### src/rtl/pipe_hazard_pkg.sv
// Shared encodings and the scoreboard entry layout for the ID-stage hazard unit.
package pipe_hazard_pkg;

    // Forwarding select encodings: 0 reads the register file, k reads stage k-1.
    localparam int SEL_RF         = 0;
    localparam int SEL_STAGE_BASE = 1;

    localparam int ST_EX  = 0;
    localparam int ST_MEM = 1;
    localparam int ST_WB  = 2;

    // rd storage is sized for the widest register file we build; narrower
    // addresses are zero-extended on write and on compare.
    localparam int SB_RA_W = 8;

    typedef struct packed {
        logic               v;
        logic [SB_RA_W-1:0] rd;
        logic               ld;
    } sb_entry_t;

    localparam int SB_ENTRY_W = $bits(sb_entry_t);

endpackage

### src/rtl/hazard_port_match.sv
// Priority search of one ID read port against every in-flight destination.
module hazard_port_match
    import pipe_hazard_pkg::*;
#(
    parameter int RA_W       = 4,
    parameter int DEPTH      = 3,
    parameter int LOAD_READY = 1,
    parameter int PC_REG     = 15,
    parameter int SEL_W      = $clog2(DEPTH + 1)
) (
    input  logic                  used,
    input  logic [RA_W-1:0]       rs,
    input  sb_entry_t [DEPTH-1:0] sb,
    output logic [SEL_W-1:0]      sel,
    output logic                  not_ready
);

    logic rs_ok;

    assign rs_ok = used && (rs != RA_W'(PC_REG));

    // Walk oldest to youngest so the youngest matching entry is the last writer.
    always_comb begin
        sel       = SEL_W'(SEL_RF);
        not_ready = 1'b0;
        for (int s = DEPTH - 1; s >= 0; s--) begin
            if (rs_ok && sb[s].v && (sb[s].rd == SB_RA_W'(rs))) begin
                not_ready = sb[s].ld && (s < LOAD_READY);
                sel       = not_ready ? SEL_W'(SEL_RF) : SEL_W'(SEL_STAGE_BASE + s);
            end
        end
    end

endmodule

### src/rtl/pipe_hazard_scoreboard.sv
// ID-stage hazard/forwarding unit with its own in-flight destination scoreboard.
module pipe_hazard_scoreboard
    import pipe_hazard_pkg::*;
#(
    parameter int NUM_PORTS  = 3,
    parameter int RA_W       = 4,
    parameter int DEPTH      = 3,
    parameter int LOAD_READY = 1,
    parameter int PC_REG     = 15,
    parameter int SEL_W      = $clog2(DEPTH + 1)
) (
    input  logic                       CLK,
    input  logic                       CLR,
    input  logic                       id_valid,
    input  logic [NUM_PORTS*RA_W-1:0]  id_rs,
    input  logic [NUM_PORTS-1:0]       id_rs_used,
    input  logic [RA_W-1:0]            id_rd,
    input  logic                       id_rf_en,
    input  logic                       id_load,
    input  logic                       branch_taken,
    input  logic                       mem_wait,
    output logic [NUM_PORTS*SEL_W-1:0] fwd_sel,
    output logic                       pc_en,
    output logic                       ifid_le,
    output logic                       nop_insert,
    output logic                       ifid_flush,
    output logic [15:0]                stall_count
);

    sb_entry_t [DEPTH-1:0]            sb;
    sb_entry_t                        push;
    logic [NUM_PORTS-1:0][SEL_W-1:0]  port_sel;
    logic [NUM_PORTS-1:0]             port_not_ready;
    logic                             lu;
    logic                             stall_inc;

    for (genvar p = 0; p < NUM_PORTS; p++) begin : g_port
        hazard_port_match #(
            .RA_W       (RA_W),
            .DEPTH      (DEPTH),
            .LOAD_READY (LOAD_READY),
            .PC_REG     (PC_REG),
            .SEL_W      (SEL_W)
        ) u_match (
            .used      (id_rs_used[p]),
            .rs        (id_rs[p*RA_W +: RA_W]),
            .sb        (sb),
            .sel       (port_sel[p]),
            .not_ready (port_not_ready[p])
        );
        assign fwd_sel[p*SEL_W +: SEL_W] = port_sel[p];
    end

    assign lu = id_valid && (|port_not_ready);

    // A memory wait beats everything; a taken branch squashes ID, so its stall is moot.
    always_comb begin
        pc_en      = 1'b1;
        ifid_le    = 1'b1;
        nop_insert = 1'b0;
        ifid_flush = 1'b0;
        stall_inc  = 1'b0;
        if (mem_wait) begin
            pc_en   = 1'b0;
            ifid_le = 1'b0;
        end else if (branch_taken) begin
            ifid_flush = 1'b1;
            nop_insert = 1'b1;
        end else if (lu) begin
            pc_en      = 1'b0;
            ifid_le    = 1'b0;
            nop_insert = 1'b1;
            stall_inc  = 1'b1;
        end
    end

    always_comb begin
        push.v  = id_valid && id_rf_en && !nop_insert && (id_rd != RA_W'(PC_REG));
        push.rd = SB_RA_W'(id_rd);
        push.ld = id_load;
    end

    always_ff @(posedge CLK) begin
        if (CLR) begin
            sb          <= '0;
            stall_count <= '0;
        end else if (!mem_wait) begin
            for (int s = DEPTH - 1; s > 0; s--) begin
                sb[s] <= sb[s-1];
            end
            sb[ST_EX] <= push;
            if (stall_inc && (stall_count != 16'hFFFF)) begin
                stall_count <= stall_count + 16'd1;
            end
        end
    end

endmodule
### config.mk
export PLATFORM = sky130hd
export DESIGN_NAME = pipe_hazard_scoreboard
export DESIGN_NICKNAME = d
export VERILOG_FILES = /design/src/rtl/pipe_hazard_pkg.sv /design/src/rtl/hazard_port_match.sv /design/src/rtl/pipe_hazard_scoreboard.sv
export SDC_FILE = /design/constraint.sdc
export NUM_CORES = 1
export LEC_CHECK = 0
export BUFFER_PORTS_ARGS = -buffer_cell sky130_fd_sc_hd__buf_2
export CAP_MARGIN = 0
export CORE_UTILIZATION = 45
export CTS_CLUSTER_DIAMETER = 80
export DETAILED_ROUTE_END_ITERATION = 8
export HOLD_SLACK_MARGIN = 0.1
export PLACE_DENSITY = 0.76
export REMOVE_ABC_BUFFERS = 1
export SLEW_MARGIN = 30
export SYNTH_ARGS = -nofsm -noshare
export SYNTH_HDL_FRONTEND = slang
export SYNTH_SLANG_ARGS = --single-unit
### constraint.sdc
create_clock -name CLK -period 3.2 [get_ports CLK]
set_input_delay 0.32 -clock CLK [delete_from_list [all_inputs] [get_ports CLK]]
set_output_delay 0.32 -clock CLK [all_outputs]
set_load 0.05 [all_outputs]
==> impl_metrics.py <==
metrics = {
    "run_status": {
        "outcome": "complete, no violations",
    },
    "global_route": {
        "maximum_number_of_pins_on_one_net_before_global_route_repair": 39,
        "grt_antenna_before_repair": 0,
        "grt.total_usage_pct": 20.0,
        "grt_pass1_vias": 1615,
        "grt_pass1_wl_mm": 7.55,
        "gr_overflow_total": 0,
    },
    "synth": {
        "ys_dominant_reg_cell": "dfxtp_1",
        "postSynthRegisterBits": 32,
        "synth.avg_cell_area_um2": 8.71,
        "synth.yosys.seq_area_share_pct": 31.4,
        "synthesis.area_um2": 2040,
        "ys_warn_count": 0,
        "synthDominantCellAreaShare_pct": 31.4,
        "synth_top_area_cell": "dfxtp_1",
        "cell_types_with_the_largest_area_share_after_synthesis": "dfxtp_1, xor2_1, mux2i_1, nor2_1, nand4_1",
        "yosys.cell_types.count": 36,
        "netlist_instances": 234,
        "asyncSetResetFlopFracSynth_pct": 0,
        "synth-edff-count": 0,
    },
    "cts": {
        "clock_transition_at_the_register_clock_pins_on_the_worst_setup_and_hold_paths_after_cts_ns": 0.07,
        "cts_hold_repair.buffers": 0,
        "clk_latency_ns": 0.29,
        "cts_inserted_buffers": 5,
        "cts-root-buf": "clkbuf_8",
        "cts_tree": "done",
        "post_cts.repair.setup_buffers": 0,
        "buffer_levels_on_the_longest_clock_path": 2,
        "cts_repair_resize_count": 0,
        "htreeDepth": 2,
        "clock_sink_count": 32,
    },
    "drt": {
        "starting_drc_count_in_detailed_routing": 94,
        "drt_first_pass_iters": 4,
        "routed_wire_length_per_instance_um": 13.8,
        "route.vias.total": 1823,
        "postRouteAntennaNets": 0,
        "detail_route.drc_violations": 0,
        "via_per_inst": 5.49,
        "finalWirelength_mm": 4.58,
    },
    "placed_design": {
        "place_congestion": 0.919,
        "post-dp-hpwl_mm": 3.43,
        "buffer_ports.inserted": 51,
    },
    "worst_setup_path": {
        "crit_path_max_incr_delay_ns": 0.47,
        "cp_cell_sequence": "xor2_1 > nor4_4 > or3_1 > and2_1 > a31oi_1 > buf_2",
        "worstPathBufferInverterCount": 1,
        "crit_path_max_fanout": 5,
        "worst_setup_path_end_kind": "primary output",
        "timing.critical_path.required_ns": 2.88,
        "cp_top_family": "simple AND/OR/NAND/NOR gates",
        "crit_path_top_delay_cell": "dfxtp_1",
        "path_class": "flop to primary output",
        "worst_setup_sp_type": "flop",
        "arrival_ns": 2.21,
    },
    "sta": {
        "tightestPinTransition_ns": 0.863,
        "achievable-frequency_mhz": 396,
        "finalCritPeriodShare_pct": 79.0,
        "worst_clock_skew_ns": 0.00371,
        "fin_tns_setup_ns": 0,
        "worst_slew_margin_rel_pct": 42.3,
        "drv_slew": 0,
        "hold_viol_final": 0,
        "fin_crit_ns": 2.53,
        "setup_repair_after_global_routing_missed_its_margin": "false",
        "setup-violations-final": 0,
    },
    "worst_hold_path": {
        "hold_class": "primary input to flop",
    },
    "power": {
        "power_uw": 919,
        "ir_drop_mv": 0.207,
        "power_per_cell_area_nw_per_um2": 383,
        "leakagePower_uw": 0.00105,
    },
    "die": {
        "placement_rows": 24,
        "area_of_the_placeable_core_um2": 4350,
        "floorplan.initialDensity_pct": 46.8,
        "floorplan.die.height_um": 69.3,
        "io-pin-count": 52,
        "die-area_um2": 4800,
        "die_width_um": 69.3,
    },
    "cells_and_area": {
        "layout-drive-gt1-share_pct": 24.3,
        "antenna_cells_inserted": 0,
        "most-common-layout-cells": "buf_2, nor2_1, dfxtp_1",
        "total_nets_final": 306,
        "final_common_cell": "buf_2",
        "signed_area_change_from_the_synthesized_netlist_to_the_final_layout_pct": 17.6,
    },
    "job": {
        "cap_viol_max_count": 0,
    },
}
kinds of logic (layout without fill, tap and decap cells):
kind of cell / count (synthesis) / in the layout / share of synthesized area, %
flops: 32 / 32 / 31.4
xor+xnor: 38 / 38 / 16.3
compound gates: 22 / 22 / 7.37
buf+inv: 16 / 62 / 4.11
simple gates: 101 / 101 / 28.1
fa+ha+maj: 1 / 1 / 0.614
mux: 24 / 24 / 12.1
per-layer routing:
layer	vias to the layer above	track usage, %	part of all wire (%)
met5	-	0	0
met4	0	9.52	1.8
met3	8	6.83	5.1
met2	50	31.3	49
met1	850	24.7	44
li1	915	-	-
sequential cells by signal, indices dropped and copies added, names as in the netlist:
register and flops:
stall_count 16, sb 16
tightest hold or removal path: stages:
cell,delay (ns)
buf_2,0.08
mux2i_1,0.05
nor2_1,0.07
stage by stage:
stage	instances	util [%]	hold WS, ns	setup WS, ns	instance area (um2)
after global placement	324	52.5	0.490	0.926	2290
after CTS	332	55.1	0.269	0.645	2400
after floorplan	221	-	0.389	0.0334	1970
after detailed placement	324	52.5	0.497	0.840	2290
after global routing	332	55.1	0.278	0.580	2400
final	332	55.1	0.271	0.672	2400
final timing paths:
check	startpoint	endpoint	slack, ns	depth (start not counted)
worst max-delay path	sb[3]$_SDFFE_PP0N_	ifid_le	0.67	6
worst min-delay path	id_load	sb[0]$_SDFFE_PP0N_	0.27	3
worst max register to register	sb[2]$_SDFFE_PP0N_	stall_count[15]$_SDFFE_PP0P_	0.92	6
worst min register to register	stall_count[4]$_SDFFE_PP0P_	stall_count[4]$_SDFFE_PP0P_	0.51	2
power by group:
| part | total, uW | switching, uW | leakage (uW) | internal (uW) |
|---|---|---|---|---|
| Clock | 391 | 161 | 0.0000541 | 230 |
| Combinational | 109 | 65.7 | 0.000733 | 43.2 |
| Sequential | 419 | 13.7 | 0.000259 | 405 |
| Total | 919 | 240 | 0.00105 | 678 |
cell usage after synthesis (3+ instances only):
master	number
a21oi_1	8
and3_1	4
clkbuf_1	8
dfxtp_1	32
inv_1	3
mux2_2	3
mux2i_1	19
nand2_1	9
nand2b_1	3
nand3_1	5
nand4_1	14
nor2_1	32
nor2b_1	5
nor3_1	3
nor4_1	9
nor4_4	3
o21ai_0	5
o31ai_1	3
or3_1	6
or4_1	3
xnor2_1	10
xor2_1	28
cell type report:
| class | instances | area [um2] |
|---|---|---|
| Clock buffer | 5 | 68.8 |
| Clock inverter | 3 | 42.5 |
| Fill cell | 428 | 1960 |
| Inverter | 3 | 11.3 |
| Multi-Input combinational cell | 186 | 1310 |
| Sequential cell | 32 | 641 |
| Tap cell | 52 | 65.1 |
| Timing Repair Buffer | 51 | 255 |
(Power assumes the default switching activity.)
